<file path="config.mk">
export PLATFORM = sky130hd
export DESIGN_NAME = wb_writer
export DESIGN_NICKNAME = d
export VERILOG_FILES = /design/src/rtl/wb_writer.sv
export SDC_FILE = /design/constraint.sdc
export NUM_CORES = 1
export LEC_CHECK = 0
export ABC_AREA = 0
export CAP_MARGIN = 20
export CORE_UTILIZATION = 46
export CTS_BUF_LIST = sky130_fd_sc_hd__clkbuf_8
export CTS_CLUSTER_SIZE = 8
export DETAILED_ROUTE_END_ITERATION = 10
export PLACE_DENSITY_LB_ADDON = 0.3
export SYNTH_ARGS = -nofsm -noshare
export SYNTH_HDL_FRONTEND = slang
export SYNTH_SLANG_ARGS = --single-unit
</file>
<file path="constraint.sdc">
create_clock -name clk -period 2.7 [get_ports clk]
set_input_delay 0.54 -clock clk [delete_from_list [all_inputs] [get_ports clk]]
set_output_delay 0.54 -clock clk [all_outputs]
set_load 0.01 [all_outputs]
</file>
<file path="src/rtl/wb_writer.sv">
// ---------------------------------------------------------------------------
// wb_writer
//   Writeback-stage writer for the register file. Merges the single-cycle ALU
//   result (never stalls) with load results that arrive over a valid/ready
//   handshake and are buffered in a small circular load queue. Exactly one
//   result per cycle is registered onto the register-file write port. A
//   per-register pending scoreboard is kept for the decode hazard unit.
//
//   Optional feature macro: WB_LOAD_BYPASS_EN
//     When defined, a load offered while the queue is empty and no ALU result
//     is present goes straight to the write port (1-cycle load latency) and is
//     never enqueued.
//
// Ports
//   clk, rst                 clock, synchronous active-high reset
//   alu_valid/alu_rd/alu_data   ALU result (highest priority)
//   ld_valid/ld_ready/ld_rd/ld_data  load result handshake
//   issue_valid/issue_rd     decode issue, sets pending[issue_rd]
//   pending                  bit r = write to register r outstanding
//   RegWrite/write_reg_num/write_data  registered register-file write port
//   lq_count                 current load queue occupancy
// ---------------------------------------------------------------------------
module wb_writer #(
    parameter int DATA_W   = 8,
    parameter int ADDR_W   = 3,
    parameter int LQ_DEPTH = 2
) (
    input  logic                   clk,
    input  logic                   rst,
    input  logic                   alu_valid,
    input  logic [ADDR_W-1:0]      alu_rd,
    input  logic [DATA_W-1:0]      alu_data,
    input  logic                   ld_valid,
    output logic                   ld_ready,
    input  logic [ADDR_W-1:0]      ld_rd,
    input  logic [DATA_W-1:0]      ld_data,
    input  logic                   issue_valid,
    input  logic [ADDR_W-1:0]      issue_rd,
    output logic [(1<<ADDR_W)-1:0] pending,
    output logic                   RegWrite,
    output logic [ADDR_W-1:0]      write_reg_num,
    output logic [DATA_W-1:0]      write_data,
    output logic [ADDR_W:0]        lq_count
);

    localparam int              PTR_W   = (LQ_DEPTH > 1) ? $clog2(LQ_DEPTH) : 1;
    localparam int              NREG    = 1 << ADDR_W;
    localparam logic [ADDR_W:0] LQ_FULL = (ADDR_W+1)'(LQ_DEPTH);

    logic [ADDR_W-1:0] lq_rd   [LQ_DEPTH];
    logic [DATA_W-1:0] lq_data [LQ_DEPTH];
    logic [PTR_W-1:0]  head;
    logic [PTR_W-1:0]  tail;
    logic [ADDR_W:0]   count;

    logic              lq_empty;
    logic              lq_full;
    logic              push;
    logic              pop;
    logic              bypass;

    logic              sel_vld_p0;
    logic [ADDR_W-1:0] sel_rd_p0;
    logic [DATA_W-1:0] sel_data_p0;
    logic              commit_p0;
    logic [NREG-1:0]   pending_nxt;

    assign lq_empty = (count == '0);
    assign lq_full  = (count == LQ_FULL);
    assign ld_ready = !lq_full;    // a same-cycle pop does not open a slot
    assign lq_count = count;

    // The queue only drains when the ALU leaves the port free.
    assign pop = !alu_valid && !lq_empty;

`ifdef WB_LOAD_BYPASS_EN
    assign bypass = lq_empty && !alu_valid && ld_valid;
`else
    assign bypass = 1'b0;
`endif

    assign push = ld_valid && ld_ready && !bypass;

    // ---- stage p0: source select (ALU > queue head > bypassed load) ----
    always_comb begin
        sel_vld_p0  = 1'b0;
        sel_rd_p0   = '0;
        sel_data_p0 = '0;
        if (alu_valid) begin
            sel_vld_p0  = 1'b1;
            sel_rd_p0   = alu_rd;
            sel_data_p0 = alu_data;
        end else if (pop) begin
            sel_vld_p0  = 1'b1;
            sel_rd_p0   = lq_rd[head];
            sel_data_p0 = lq_data[head];
        end else if (bypass) begin
            sel_vld_p0  = 1'b1;
            sel_rd_p0   = ld_rd;
            sel_data_p0 = ld_data;
        end
    end

    // Register 0 is hardwired: the result is consumed but never written.
    assign commit_p0 = sel_vld_p0 && (sel_rd_p0 != '0);

    // Clear on commit first, then set on issue so a same-register set wins.
    always_comb begin
        pending_nxt = pending;
        if (commit_p0)
            pending_nxt[sel_rd_p0] = 1'b0;
        if (issue_valid && (issue_rd != '0))
            pending_nxt[issue_rd] = 1'b1;
    end

    // Queue control state.
    always_ff @(posedge clk) begin
        if (rst) begin
            head  <= '0;
            tail  <= '0;
            count <= '0;
        end else begin
            if (push)
                tail <= tail + 1'b1;
            if (pop)
                head <= head + 1'b1;
            case ({push, pop})
                2'b10:   count <= count + 1'b1;
                2'b01:   count <= count - 1'b1;
                default: count <= count;
            endcase
        end
    end

    // Queue storage carries data only and is qualified by count.
    always_ff @(posedge clk) begin
        if (push) begin
            lq_rd[tail]   <= ld_rd;
            lq_data[tail] <= ld_data;
        end
    end

    // ---- stage p1: registered write port and scoreboard ----
    always_ff @(posedge clk) begin
        if (rst) begin
            RegWrite      <= 1'b0;
            write_reg_num <= '0;
            write_data    <= '0;
            pending       <= '0;
        end else begin
            RegWrite <= commit_p0;
            if (commit_p0) begin
                write_reg_num <= sel_rd_p0;
                write_data    <= sel_data_p0;
            end
            pending <= pending_nxt;
        end
    end

endmodule

</file>
# Word level (Yosys, flattened, before mapping)
# Memories as Yosys holds them, arrays and structs flattened. A register that Yosys moved wholly into a read port is not among the register bits.
# Index checks and enable logic that the tools add are counted.
[classes] reduce_logical=13 magnitude_cmp=4 eq_ne=3 mux=19 n_bitwise=3 addsub=4
[ops] op="$mux W8" count=4
[ops] op="$mux W1" count=10
[ops] op="$and A8 B8 Y8" count=1
[ops] op="$lt A3 B4 Y1 const B" count=2
[ops] op="$not A8 Y8" count=1
[ops] op="$or A8 B8 Y8" count=1
[ops] op="$pmux W4 S2" count=1
[ops] op="$demux W1 S3" count=2
[ops] op="$ge A3 B1 Y1 const B" count=2
[ops] op="$logic_and A1 B1 Y1" count=6
[ops] op="$mux W3" count=2
[ops] op="$reduce_bool A3 Y1" count=2
[ops] op="$add A4 B1 Y4 const B" count=1
[ops] op="$eq A4 B2 Y1 const B" count=1
[ops] op="$logic_not A4 Y1" count=1
[ops] op="$sub A4 B1 Y4 const B" count=1
[ops] op="$logic_not A1 Y1" count=3
[ops] op="$add A1 B1 Y1 const B" count=2
[ops] op="$eq A2 B1 Y1 const B" count=1
[ops] op="$eq A2 B2 Y1 const B" count=1
[ops] op="$reduce_bool A2 Y1" count=1
[word_totals] ramBits=22 memories=2 output_inout_bits=25 ff_bits=26
[mem_list] memory="lq_data" words=2 word_bits=8 read_ports=1 rd_clocked_by_memory_dff=1 write_ports=1 line_no="51" source="logic [DATA_W-1:0] lq_data [LQ_DEPTH];"
[mem_list] memory="lq_rd" words=2 word_bits=3 read_ports=1 rd_clocked_by_memory_dff=1 write_ports=1 line_no="50" source="logic [ADDR_W-1:0] lq_rd [LQ_DEPTH];"

# Depth between registers and ports, before layout
[depth] depth_word=14 ltp_mapped=11

# Worst setup path after synthesis
# Ideal clock, no wire load.
[synth_path] path_type="input port to flip-flop" from="input alu_valid" to="register count[3] (netlist: lq_count[3])" slack_ps=114 required_time_ps=2630 cell_stages=10 arrival_ps=2516 cell_sequence="buf_2 > buf_2 > buf_2 > nor2_2 > ha_1 > ha_1 > a21oi_1 > a21oi_1 > or4_1 > a21oi_1"
[synth_via] elab_chain_len=4
[synth_lines] element="start: declaration" line_no="30" source="input logic alu_valid,"
[synth_lines] element="$logic_not A1 Y1 *" line_no="74" source="assign pop = !alu_valid && !lq_empty;"
[synth_lines] element="$logic_and A1 B1 Y1 *" line_no="74"
[synth_lines] element="named net pop" line_no="59" source="logic pop;"
[synth_lines] element="$eq A2 B1 Y1 or $eq A2 B2 Y1 (tied branches)" line_no="127" source="case ({push, pop})"
[synth_lines] element="$pmux W4 S2 or $reduce_bool A2 Y1 (tied branches)"
[synth_lines] element="end signal: assignment" line_no="128" source="2'b10: count <= count + 1'b1;"
[synth_lines] element="end signal: assignment" line_no="129" source="2'b01: count <= count - 1'b1;"
[synth_lines] element="end signal: assignment" line_no="130" source="default: count <= count;"
[synth_lines] element="end: declaration" line_no="54" source="logic [ADDR_W:0] count;"
# The timed path passes the listed nets; every way through them passes the cells marked *.
# A chain may end at the register's enable or synchronous reset.

# Worst setup path in the final report
[layout_path] from="register count[3] (netlist: lq_count[3])" to="register count[3] (netlist: lq_count[3])"
[layout_via] elab_chain_len=5
[layout_lines] element="$eq A4 B2 Y1 or $logic_not A4 Y1 (tied branches)" line_no="69, 68"
[layout_lines] element="$logic_not A1 Y1 (on tied branches)" line_no="70, 74"
[layout_lines] element="$logic_and A1 B1 Y1 (on tied branches)" line_no="82, 74"
[layout_lines] element="$eq A2 B1 Y1 or $eq A2 B2 Y1 (tied branches)" line_no="127"
[layout_lines] element="$pmux W4 S2 or $reduce_bool A2 Y1 (tied branches)"
# Several ways; a longest one is shown, not always the timed one.

==> flow_metrics.py <==
metrics = {
    "run_status": {
        "status": "complete, but fails checks",
        "violations": "design-rule violations",
    },
    "worst_setup_path": {
        "crit_path_max_fanout": 6,
        "critPathCaptureType": "flip-flop",
        "cp-startpoint": "lq_count[3]$_SDFFE_PP0P_",
        "cp_slowest_cell": "or4b_4",
        "r2r_end": "lq_count[3]$_SDFFE_PP0P_",
        "rr_startpoint": "lq_count[3]$_SDFFE_PP0P_",
        "critical_path.most_common_cell": "a21oi_1",
        "cp-start-kind": "flip-flop",
        "cp_data_arrival_time_ns": 2.73,
        "r2r_cells": 8,
        "max_stage_delay_ns": 0.56,
        "worst-path-buf-inv": 0,
        "crit_family": "simple AND/OR/NAND/NOR gates",
        "crit_cells": 8,
        "cp_cell_sequence": "or4b_4, nand2_2, ha_1, ha_1, a21oi_1, a21oi_1, or4_1, a21oi_1",
        "worstPathRequired_ns": 2.93,
        "worstSetupPathType": "reg2reg",
        "regToRegSetupSlack_ns": 0.20,
    },
    "cts": {
        "cts.sinks": 49,
        "cts_buffers": 5,
        "holdBufCountCts": 0,
        "cts_root_buf": "clkbuf_8",
        "cts_buffer_depth": 2,
        "tritoncts": "yes",
        "clk-insertion-delay-late_ns": 0.30,
        "cts_setup_buffers": 0,
        "htreeDepth": 2,
        "path_clk_slew_ns": 0.09,
    },
    "grt": {
        "grt_max_degree": 35,
        "antenna_found_initial": 0,
        "grtUsageMet1_pct": 24.5,
        "grtUsageTotal_pct": 18.9,
        "overflow": 0,
        "busiest_layer": "met2",
        "use_met3_pct": 4.99,
        "grt_pass1_wl_um": 7380,
        "use_met2_pct": 30.6,
        "first_global_vias": 1607,
    },
    "yosys": {
        "synthCells": 196,
        "synth.top_cell.area_share_pct": 30.2,
        "synth_top_area_cell": "edfxtp_1",
        "synth-edff-count": 22,
        "yosys_register_bits": 49,
        "ys_top_cells_by_count": "27 x dfxtp_1, 25 x a21oi_1, 22 x edfxtp_1",
        "yosysMostFrequentCell": "dfxtp_1",
        "seq_area_frac_synth_pct": 54.9,
        "synthArstFlopShare_pct": 0,
        "yosys_warnings": 0,
        "syn-cell-area_um2": 2190,
        "synthesis.nets": 230,
        "synth_ff_type": "dfxtp_1",
        "avgSynthCellArea_um2": 11.2,
        "synth_area_leaders": "edfxtp_1 30%, dfxtp_1 25%, a21oi_1 5.7%, mux2i_1 5.0%, o21ai_0 2.5%",
        "yosysUniqueCellTypes": 48,
    },
    "placed_design": {
        "place_area_um2": 2790,
        "port_buffers": 54,
        "globalplace.congestion": 0.802,
        "dp_slack_ns": 0.0511,
        "dp_hpwl_um": 3210,
    },
    "detailed_routing": {
        "ant_nets": 0,
        "wl_per_cell_um": 14.8,
        "dr_total_vias": 1721,
        "drt_first_pass_iters": 10,
        "viasPerCell": 5.61,
        "drt-initial-drc-count": 121,
        "drc": 4,
        "wl_um": 4560,
    },
    "floorplan": {
        "die_area_um2": 5040,
        "rows": 24,
        "pin_count": 55,
        "die_x_um": 71.0,
        "design.core.area_um2": 4470,
        "start_util_pct": 48.9,
        "chipHeight_um": 71.0,
    },
    "flow_run": {
        "max-cap-violations": 0,
    },
    "sta": {
        "finalCriticalPeriod_ns": 2.50,
        "fin_crit_sh_pct": 92.5,
        "slew_headroom_pct": 45.5,
        "hold_violations": 0,
        "finalSetupViolCount": 0,
        "tightest_slew_ns": 0.814,
        "finClkSkew_ns": 0.00958,
        "rsz0062_at_grt": "false",
        "setup_slack_ns": 0.203,
        "fmax_ghz": 0.400,
        "slew_viol_final": 0,
        "tns_ns": 0,
    },
    "pwr": {
        "sequentialPowerShare_pct": 39.0,
        "leakage_uw": 0.00103,
        "ir_drop_mv": 0.452,
        "power_frac_comb_pct": 40.4,
        "swShare_pct": 33.8,
        "internal_power_uw": 1680,
        "p_total_uw": 2530,
        "power.share.clock_pct": 20.6,
        "net-switching-power_uw": 856,
        "p_per_area_nw_per_um2": 871,
    },
    "finish": {
        "area_growth_pct": 32.7,
        "num_antenna_cells": 0,
        "ff_latch_area_um2": 1200,
        "nFillCells": 368,
        "drive_above_1_share_pct": 11.4,
        "layout.nets": 288,
        "multi_input_area_um2": 900,
        "final_area_um2": 2910,
    },
    "worst_hold_path": {
        "whs_path_depth": 1,
        "hp-start": "pending[0]$_SDFF_PP0_",
        "hp-class": "reg2reg",
        "min_to": "pending[0]$_SDFF_PP0_",
    },
}
[logic make-up after synthesis]
logic type / share of synthesized area, %
AOI/OAI and AO/OA: 17.3
and+or+nand+nor: 13.5
DFF: 54.9
buffers and inverters: 4.34
muxes: 5.71
xor gates and xnor gates: 1.60
adders and majority gates: 2.63
[cells in the final DEF, fill, tap and decap left out, types with 3 or more instances in the layout]
master / count
dfxtp_1: 26
nand2_1: 5
a21oi_1: 25
o31ai_1: 3
clkbuf_8: 5
nor3_1: 10
mux2i_1: 11
edfxtp_1: 22
buf_4: 8
ha_1: 3
inv_1: 7
o21ai_1: 3
xor2_1: 3
nand3_1: 7
clkdlybuf4s50_1: 54
nor2_1: 9
o21ai_0: 11
[how the worst max path moves through the flow]
| stage | end |
|---|---|
| floorplan | lq_count[3]$_SDFFE_PP0P_ |
| global placement | lq_count[3]$_SDFFE_PP0P_ |
| detailed placement | lq_count[3]$_SDFFE_PP0P_ |
| CTS | lq_count[3]$_SDFFE_PP0P_ |
| global route | lq_count[3]$_SDFFE_PP0P_ |
| finish | lq_count[3]$_SDFFE_PP0P_ |
[flip-flops by register name (all words and copies together) (netlist names), named ones only]
register       count
lq_data           16
pending            8
write_data         8
lq_rd              6
lq_count           4
write_reg_num      3
RegWrite           1
head               1
tail               1
[layer usage]
metal	part of all wire, %	wire length, µm	vias up
met5	0	0	-
met4	1.7	76	0
li1	-	-	845
met3	5.9	268	9
met2	48	2190	64
met1	44	2020	803
[through the flow]
| step | hold slack [ns] | std cells | utilization (%) |
|---|---|---|---|
| finish | 0.474 | 307 | 65.0 |
| global route | 0.501 | 307 | 65.0 |
| CTS | 0.475 | 307 | 64.8 |
| detailed placement | 0.462 | 299 | 62.3 |
| global placement | 0.453 | 299 | 62.3 |
| floorplan | 0.481 | 196 | - |
[repair_timing]
item	CTS	global route
endpoints found under the hold margin	0	0
resized for setup	0	3
setup endpoints to repair	0	1
[final cells by class]
class                           count  share of cell area, %
Tap cell                           52                   2.24
Timing Repair Buffer               62                   20.7
Sequential cell                    49                   41.4
Clock inverter                      3                   1.51
Inverter                            7                  0.904
Clock buffer                        5                   2.37
Multi-Input combinational cell    129                   31.0
[power groups by stage]
stage          Clock, µW  Combinational (µW)  Sequential (µW)
2_1_floorplan          0                 624             1050
3_3_place_gp           0                 992              995
3_5_place_dp           0                1010             1000
4_1_cts              534                1010              986
5_1_grt              563                1120             1000
6_report             522                1020              988
[worst reg2reg max path, cell delays in order, from the launching register on]
cell     delay [ns]
dfxtp_2        0.37
or4b_4         0.56
nand2_2        0.12
ha_1           0.19
ha_1           0.27
a21oi_1        0.19
a21oi_1        0.10
or4_1          0.46
a21oi_1        0.15
Power figures use the tool's default switching activity.
